--- src/rtl/tt_rx_capture_pkg.sv ---
// Shared definitions for the console receive path.
// Holds the receiver FSM state encoding, default parameter values and a
// helper that sizes the FIFO occupancy count.
package tt_rx_capture_pkg;

    // Receiver FSM states. The 3-bit encoding leaves room for extra states.
    typedef enum logic [2:0] {
        RX_IDLE  = 3'd0,
        RX_START = 3'd1,
        RX_DATA  = 3'd2,
        RX_STOP  = 3'd3
    } rx_state_t;

    localparam int DEFAULT_CLKS_PER_BIT = 16;
    localparam int DEFAULT_FIFO_DEPTH   = 8;

    // The count has to represent 0..depth inclusive, so it needs one more bit
    // than a pointer.
    function automatic int count_width(input int depth);
        return $clog2(depth) + 1;
    endfunction

endpackage

--- src/rtl/tt_rx_capture_if.sv ---
// Bundle of the receiver's serial input, pop handshake and status outputs.
//  master : the consumer side (drives rxd, rd, clr_err; observes the rest)
//  slave  : the receiver itself
// Signals:
//  rxd         serial line, idle high
//  rd          pop request for the head byte
//  clr_err     clears the sticky error flags
//  data_out    head byte of the queue (0 when empty)
//  valid       queue non-empty
//  count       bytes currently held
//  framing_err sticky: stop bit sampled low
//  overrun     sticky: byte lost because the queue was full
//  busy        receiver is mid-frame
interface tt_rx_capture_if
    import tt_rx_capture_pkg::*;
#(
    parameter int FIFO_DEPTH = DEFAULT_FIFO_DEPTH
) ();
    localparam int CW = count_width(FIFO_DEPTH);

    logic          rxd;
    logic          rd;
    logic          clr_err;
    logic [7:0]    data_out;
    logic          valid;
    logic [CW-1:0] count;
    logic          framing_err;
    logic          overrun;
    logic          busy;

    modport master (
        output rxd, rd, clr_err,
        input  data_out, valid, count, framing_err, overrun, busy
    );

    modport slave (
        input  rxd, rd, clr_err,
        output data_out, valid, count, framing_err, overrun, busy
    );
endinterface

--- src/rtl/tt_rx_capture_fifo.sv ---
// Show-ahead byte queue for received characters.
// Ports:
//  clk, reset  clock and asynchronous active-high reset
//  push, din   write a byte (ignored when full unless a pop happens in the same cycle)
//  pop         remove the head byte (ignored when empty)
//  dout        head byte, 0 while empty
//  count       number of bytes held; the only authority for full/empty
//  full, empty occupancy decodes of count
module tt_rx_fifo
    import tt_rx_capture_pkg::*;
#(
    parameter int DEPTH = DEFAULT_FIFO_DEPTH
) (
    input  logic                          clk,
    input  logic                          reset,
    input  logic                          push,
    input  logic [7:0]                    din,
    input  logic                          pop,
    output logic [7:0]                    dout,
    output logic [count_width(DEPTH)-1:0] count,
    output logic                          full,
    output logic                          empty
);
    localparam int AW = $clog2(DEPTH);
    localparam int CW = count_width(DEPTH);

    logic [AW-1:0] wptr_reg;
    logic [AW-1:0] rptr_reg;
    logic [CW-1:0] count_reg;
    logic [7:0]    slot_q [DEPTH];
    logic          do_push;
    logic          do_pop;

    assign full  = (count_reg == CW'(DEPTH));
    assign empty = (count_reg == '0);

    // A push into a full queue is still accepted when the head leaves in the
    // same cycle, because the freed slot is the one being written.
    assign do_pop  = pop && !empty;
    assign do_push = push && (!full || do_pop);

    // Storage slots; data needs no reset since count gates visibility.
    for (genvar gi = 0; gi < DEPTH; gi++) begin : g_slot
        logic [7:0] slot_reg;
        always_ff @(posedge clk) begin
            if (do_push && (wptr_reg == AW'(gi))) begin
                slot_reg <= din;
            end
        end
        assign slot_q[gi] = slot_reg;
    end

    always_ff @(posedge clk or posedge reset) begin
        if (reset) begin
            wptr_reg  <= '0;
            rptr_reg  <= '0;
            count_reg <= '0;
        end else begin
            if (do_push) begin
                wptr_reg <= wptr_reg + AW'(1);
            end
            if (do_pop) begin
                rptr_reg <= rptr_reg + AW'(1);
            end
            case ({do_push, do_pop})
                2'b10:   count_reg <= count_reg + CW'(1);
                2'b01:   count_reg <= count_reg - CW'(1);
                default: count_reg <= count_reg;
            endcase
        end
    end

    assign dout  = empty ? 8'h00 : slot_q[rptr_reg];
    assign count = count_reg;

endmodule

--- src/rtl/tt_rx_capture.sv ---
// Console serial receiver with byte queue.
// Deserialises 8N1 frames from the bus console transmit line, queues good
// bytes and raises sticky flags for framing errors and overruns.
// Ports:
//  clk    system clock, all logic on the rising edge
//  reset  asynchronous active-high reset
//  bus    tt_rx_capture_if.slave: rxd, rd, clr_err in; data_out, valid,
//         count, framing_err, overrun, busy out
module tt_rx_capture
    import tt_rx_capture_pkg::*;
#(
    parameter int CLKS_PER_BIT = DEFAULT_CLKS_PER_BIT,
    parameter int FIFO_DEPTH   = DEFAULT_FIFO_DEPTH
) (
    input  logic            clk,
    input  logic            reset,
    tt_rx_capture_if.slave  bus
);
    localparam int TW = $clog2(CLKS_PER_BIT);
    localparam int CW = count_width(FIFO_DEPTH);
    localparam logic [TW-1:0] HALF_LAST = TW'(CLKS_PER_BIT / 2 - 1);
    localparam logic [TW-1:0] BIT_LAST  = TW'(CLKS_PER_BIT - 1);

    // Two-flop synchroniser; both flops reset to the idle line level so a
    // reset never looks like a start bit.
    logic rx_meta_reg;
    logic rxs_reg;

    always_ff @(posedge clk or posedge reset) begin
        if (reset) begin
            rx_meta_reg <= 1'b1;
            rxs_reg     <= 1'b1;
        end else begin
            rx_meta_reg <= bus.rxd;
            rxs_reg     <= rx_meta_reg;
        end
    end

    rx_state_t     state_reg;
    logic [TW-1:0] timer_reg;
    logic [2:0]    bit_idx_reg;
    logic [7:0]    shift_reg;
    logic          armed_reg;
    logic          busy_reg;
    logic          push_reg;
    logic [7:0]    push_data_reg;
    logic          framing_err_reg;
    logic          overrun_reg;

    logic          stop_sample;
    logic          ferr_set;
    logic          ovr_set;
    logic          fifo_pop;
    logic          fifo_full;
    logic          fifo_empty;
    logic [7:0]    fifo_dout;
    logic [CW-1:0] fifo_count;

    assign stop_sample = (state_reg == RX_STOP) && (timer_reg == BIT_LAST);
    assign ferr_set    = stop_sample && !rxs_reg;

    // armed_reg blocks a held-low line (break) from re-triggering after a
    // framing error: the line must be seen high before the next start.
    always_ff @(posedge clk or posedge reset) begin
        if (reset) begin
            state_reg     <= RX_IDLE;
            timer_reg     <= '0;
            bit_idx_reg   <= '0;
            shift_reg     <= '0;
            armed_reg     <= 1'b1;
            busy_reg      <= 1'b0;
            push_reg      <= 1'b0;
            push_data_reg <= '0;
        end else begin
            push_reg <= 1'b0;
            case (state_reg)
                RX_IDLE: begin
                    if (!armed_reg) begin
                        if (rxs_reg) begin
                            armed_reg <= 1'b1;
                        end
                    end else if (!rxs_reg) begin
                        state_reg <= RX_START;
                        busy_reg  <= 1'b1;
                        timer_reg <= '0;
                    end
                end
                RX_START: begin
                    if (timer_reg == HALF_LAST) begin
                        timer_reg <= '0;
                        if (!rxs_reg) begin
                            state_reg   <= RX_DATA;
                            bit_idx_reg <= '0;
                        end else begin
                            // Too short to be a start bit: drop it silently.
                            state_reg <= RX_IDLE;
                            busy_reg  <= 1'b0;
                        end
                    end else begin
                        timer_reg <= timer_reg + TW'(1);
                    end
                end
                RX_DATA: begin
                    if (timer_reg == BIT_LAST) begin
                        timer_reg <= '0;
                        shift_reg <= {rxs_reg, shift_reg[7:1]};
                        if (bit_idx_reg == 3'd7) begin
                            state_reg <= RX_STOP;
                        end else begin
                            bit_idx_reg <= bit_idx_reg + 3'd1;
                        end
                    end else begin
                        timer_reg <= timer_reg + TW'(1);
                    end
                end
                RX_STOP: begin
                    if (timer_reg == BIT_LAST) begin
                        timer_reg <= '0;
                        state_reg <= RX_IDLE;
                        busy_reg  <= 1'b0;
                        if (rxs_reg) begin
                            push_reg      <= 1'b1;
                            push_data_reg <= shift_reg;
                            armed_reg     <= 1'b1;
                        end else begin
                            armed_reg <= 1'b0;
                        end
                    end else begin
                        timer_reg <= timer_reg + TW'(1);
                    end
                end
                default: begin
                    state_reg <= RX_IDLE;
                    busy_reg  <= 1'b0;
                    timer_reg <= '0;
                end
            endcase
        end
    end

    assign fifo_pop = bus.rd && !fifo_empty;
    // A pop in the same cycle frees the slot, so that case is not an overrun.
    assign ovr_set  = push_reg && fifo_full && !fifo_pop;

    always_ff @(posedge clk or posedge reset) begin
        if (reset) begin
            framing_err_reg <= 1'b0;
            overrun_reg     <= 1'b0;
        end else if (bus.clr_err) begin
            framing_err_reg <= 1'b0;
            overrun_reg     <= 1'b0;
        end else begin
            if (ferr_set) begin
                framing_err_reg <= 1'b1;
            end
            if (ovr_set) begin
                overrun_reg <= 1'b1;
            end
        end
    end

    tt_rx_fifo #(
        .DEPTH (FIFO_DEPTH)
    ) u_fifo (
        .clk   (clk),
        .reset (reset),
        .push  (push_reg),
        .din   (push_data_reg),
        .pop   (fifo_pop),
        .dout  (fifo_dout),
        .count (fifo_count),
        .full  (fifo_full),
        .empty (fifo_empty)
    );

    assign bus.data_out    = fifo_dout;
    assign bus.valid       = !fifo_empty;
    assign bus.count       = fifo_count;
    assign bus.framing_err = framing_err_reg;
    assign bus.overrun     = overrun_reg;
    assign bus.busy        = busy_reg;

endmodule
--- src/flat_wrapper.sv ---
// flat-port wrapper written by rule: the top's interface ports become plain ports
module tt_rx_capture_flat import tt_rx_capture_pkg::*;
#(
    parameter int CLKS_PER_BIT = DEFAULT_CLKS_PER_BIT,
    parameter int FIFO_DEPTH   = DEFAULT_FIFO_DEPTH
)
  (clk, reset, bus_rxd, bus_rd, bus_clr_err, bus_data_out, bus_valid, bus_count, bus_framing_err, bus_overrun, bus_busy);
  tt_rx_capture_if #(.FIFO_DEPTH(FIFO_DEPTH)) bus_i ();
  input  logic clk;
  input  logic reset;
  input wire logic [$bits(bus_i.rxd)-1:0] bus_rxd;
  input wire logic [$bits(bus_i.rd)-1:0] bus_rd;
  input wire logic [$bits(bus_i.clr_err)-1:0] bus_clr_err;
  output wire logic [$bits(bus_i.data_out)-1:0] bus_data_out;
  output wire logic [$bits(bus_i.valid)-1:0] bus_valid;
  output wire logic [$bits(bus_i.count)-1:0] bus_count;
  output wire logic [$bits(bus_i.framing_err)-1:0] bus_framing_err;
  output wire logic [$bits(bus_i.overrun)-1:0] bus_overrun;
  output wire logic [$bits(bus_i.busy)-1:0] bus_busy;
  assign bus_i.rxd = bus_rxd;
  assign bus_i.rd = bus_rd;
  assign bus_i.clr_err = bus_clr_err;
  assign bus_data_out = bus_i.data_out;
  assign bus_valid = bus_i.valid;
  assign bus_count = bus_i.count;
  assign bus_framing_err = bus_i.framing_err;
  assign bus_overrun = bus_i.overrun;
  assign bus_busy = bus_i.busy;
  tt_rx_capture #(.CLKS_PER_BIT(CLKS_PER_BIT), .FIFO_DEPTH(FIFO_DEPTH)) u_core (.clk(clk), .reset(reset), .bus(bus_i));
endmodule
--- config.mk ---
export PLATFORM = sky130hd
export DESIGN_NAME = tt_rx_capture_flat
export DESIGN_NICKNAME = d
export VERILOG_FILES = /design/src/rtl/tt_rx_capture_pkg.sv /design/src/rtl/tt_rx_capture_if.sv /design/src/rtl/tt_rx_capture_fifo.sv /design/src/rtl/tt_rx_capture.sv /design/src/flat_wrapper.sv
export SDC_FILE = /design/constraint.sdc
export NUM_CORES = 1
export LEC_CHECK = 0
export ABC_AREA = 0
export CELL_PAD_IN_SITES_DETAIL_PLACEMENT = 1
export CELL_PAD_IN_SITES_GLOBAL_PLACEMENT = 2
export CORE_MARGIN = 10
export CORE_UTILIZATION = 45
export CTS_BUF_LIST = sky130_fd_sc_hd__clkbuf_8
export DETAILED_ROUTE_END_ITERATION = 7
export PLACE_DENSITY_LB_ADDON = 0.3
export SYNTH_ARGS = -nofsm -noshare
export SYNTH_HDL_FRONTEND = slang
export SYNTH_HIERARCHICAL = 1
export SYNTH_SLANG_ARGS = --single-unit
--- constraint.sdc ---
create_clock -name clk -period 3.75 [get_ports clk]
set_input_delay 1.125 -clock clk [delete_from_list [all_inputs] [get_ports clk]]
set_output_delay 1.125 -clock clk [all_outputs]
set_load 0.03 [all_outputs]
==> key figures <==
Layout
  – Largest register FFs: 64
  – Synth-to-Final Area Change: 12.0%
  – # diodes: 0
  – Layout cells sized above 1: 20.8%
  – Area of the multi-input gates: 1500 um2
  – FF/Latch Area: 2980 um2
  – Finished Core Util: 52.3%
  – Final non-filler cell area: 5160 um2
  – Fillers: 946
  – Nets: 330

STA
  – RSZ-0062 raised after global routing: false
  – Worst slew pin tran: 0.778 ns
  – Max transition margin: 48.1%
  – Max Slew Vio Count: 0
  – Hold Vio Cnt, Final: 0
  – Clock Skews: 0.0114 ns
  – Final Setup Violations: 0
  – Fmax: 280 MHz
  – Final worst path period need: 3.57 ns
  – Fin crit share: 95.3%
  – Setup TNS: 0 ns

Hold path
  – Worst Hold Path Cells: 0
  – Hold Crit Start: u_core/rx_meta_reg
  – Hold crit path type: reg2reg
  – Worst Hold Path EP: u_core/rxs_reg

Setup path
  – Worst-path maximum fanout: 18
  – Setup crit end kind: primary output
  – R2R Path Start: u_core/u_fifo/count[1]
  – CP delay by family, top: flip-flops
  – Max stage delay cell, worst path: dfrtp_1
  – Worst Reg-to-Reg Cells: 12
  – CP bufs+invs: 1
  – Startpoint types: flip-flop
  – Crit-path cells: mux4_2, mux2i_1, nor2_1, clkdlybuf4s50_1
  – Crit path from: u_core/u_fifo/rptr_reg[1]
  – Critical Path AT: 2.45 ns
  – Required time worst endpoint: 2.62 ns
  – CP max stage delay: 0.85 ns
  – R2R Setup Slk: 0.82 ns
  – RR Endpoint: u_core/u_fifo/count[3]
  – Type of the worst setup path: reg2out

Power
  – Lkg Pwr: 2.10 nW
  – Pwr/cell area: 677 nW/um2
  – VDD IR max: 0.000365 V

Yosys
  – Synth Instances: 288
  – Mapped Area: 4610 um2
  – Post-synth EDFFs: 64
  – Yosys warning total: 6
  – Synthesis-stage register bit count: 106
  – Main synth FF type: edfxtp_1
  – Register area share after synthesis: 64.6%
  – Syn_nets: 306
  – Synth unique cells: 50
  – Mean Syn Cell Area: 16.0 um2
  – FFs w/ async S/R, synth: 39.6%

GRT
  – Largest net degree at the start of global routing: 21
  – Antenna violations before repair: 0
  – Total grt overflow: 0
  – Vias in the first global route: 2571
  – First-pass GRT wire length: 13.8 mm
  – Gr usage total: 11.9%

Route
  – DRC: 0
  – Vias: 2400
  – Total length of routed wires: 8.20 mm
  – Wirelength per Cell: 18.2 um
  – Post-DR vias/cell: 5.33
  – Iter 0 DRT Violations: 125
  – Final ANT Viol Nets: 0
  – DRT Pass-1 Iters: 5

Clock network
  – # resized after CTS: 0
  – TritonCTS clock tree: built
  – CTS Buf Count: 9
  – Post-CTS Setup Bufs: 0
  – CTS H-tree lvls: 3
  – CTS sink count: 106
  – Clock Latency Late Sink: 0.35 ns
  – Worst-path clk slew: 0.10 ns
  – Root buffer selected by CTS: clkbuf_8
  – Post-CTS Hold Buffers: 0
  – Bufs on Longest Clock Path: 2

Floorplanning
  – I/O pins: 21
  – Initial Util: 46.7%
  – Num rows: 36
  – Die Wd: 121 um
  – DIE HEIGHT: 121 um
  – DIE AREA: 14700 um2
  – Core area: 9860 um2

Placed design
  – Port Buffers: 20
  – DP Area: 4930 um2
  – GP Congestion: 0.745
  – HPWL after detailed placement: 5.85 mm

Job
  – # Max-Cap Violations: 0

Outcome
  – Outcome: finished clean
layout by cell type (no fill, tap or decap), types with 3 or more instances in the layout:
master            n
o21ai_0           5
clkdlybuf4s50_1  20
mux4_2           16
and3_1            7
nor2_1           20
nand3_1           5
mux2i_1          12
nand2b_1          4
a21oi_1           4
a21o_1            3
dfstp_2           3
ha_1             12
inv_1            14
xnor2_1           6
nor2b_1           4
edfxtp_1         64
clkbuf_8          9
mux2_2           17
dfrtp_1          39
nand2_1           9
buf_4             5
cell usage after synthesis, drive strengths merged (2+ instances only):
cell	number	area share, %
edfxtp	64	42
dfrtp	39	21
nor2	21	1.9
mux2	20	5.0
mux4	16	7.8
inv	13	1.1
ha	12	3.3
mux2i	12	2.6
buf	10	1.5
nand2	9	0.73
and3	8	1.2
nand3	6	0.92
o21ai	6	0.73
xnor2	6	1.1
a21oi	4	0.43
nand2b	4	0.54
nor2b	4	0.54
a21o	3	0.49
a31oi	3	0.54
dfstp	3	1.7
a22o	2	0.43
and2	2	0.27
clkbuf	2	0.19
o22ai	2	0.27
o31a	2	0.38
xor2	2	0.38
through the flow:
stage	hold slack, ns	instances	total power, mW	worst slack (ns)
after floorplan	0.345	288	2.42	0.672
after global placement	0.347	434	2.75	0.505
after detailed placement	0.351	434	2.78	0.387
after CTS	0.366	450	3.56	0.123
after global routing	0.373	450	3.74	0.0111
final	0.363	450	3.49	0.178
routing by layer:
| layer | part of all wire, % | global-route usage (%) | wire, um |
|---|---|---|---|
| met4 | 1.1 | 4.69 | 90 |
| met2 | 51 | 20.2 | 4170 |
| met1 | 45 | 14.6 | 3720 |
| met5 | 0 | 0 | 0 |
| met3 | 2.5 | 2.37 | 208 |
where the power goes:
group	switching [mW]	internal (mW)	leakage (nW)
clock	0.378	0.383	0.117
sequential	0.211	1.32	1.19
combinational	0.611	0.587	0.796
total	1.20	2.29	2.10
worst max path at each step:
| stage | end | slack (ns) | cells past startpoint |
|---|---|---|---|
| global placement | u_core/u_fifo/count[3] | 0.50 | 10 |
| floorplan | u_core/u_fifo/count[3] | 0.67 | 12 |
| CTS | bus_data_out[3] | 0.12 | 4 |
| finish | bus_data_out[4] | 0.18 | 4 |
| global route | bus_data_out[2] | 0.01 | 4 |
| detailed placement | u_core/u_fifo/count[3] | 0.39 | 10 |
kinds of logic after synthesis:
| group | count (synthesis) | synth area share, % |
|---|---|---|
| mux | 48 | 15.4 |
| flops | 106 | 64.6 |
| fa+ha+maj | 13 | 3.69 |
| buf+inv | 25 | 2.74 |
| compound gates | 28 | 4.37 |
| simple gates | 60 | 7.63 |
| xor+xnor | 8 | 1.52 |
layout make-up:
| class | count | area share (%) |
|---|---|---|
| clock inverters | 7 | 1.97 |
| well taps | 133 | 3.23 |
| clock buffers | 9 | 2.40 |
| inverters | 13 | 0.946 |
| flip-flops and latches | 106 | 57.7 |
| repair buffers | 25 | 4.61 |
| multi-input cells | 157 | 29.1 |
Note: power is estimated with default switching activity, not from simulation.
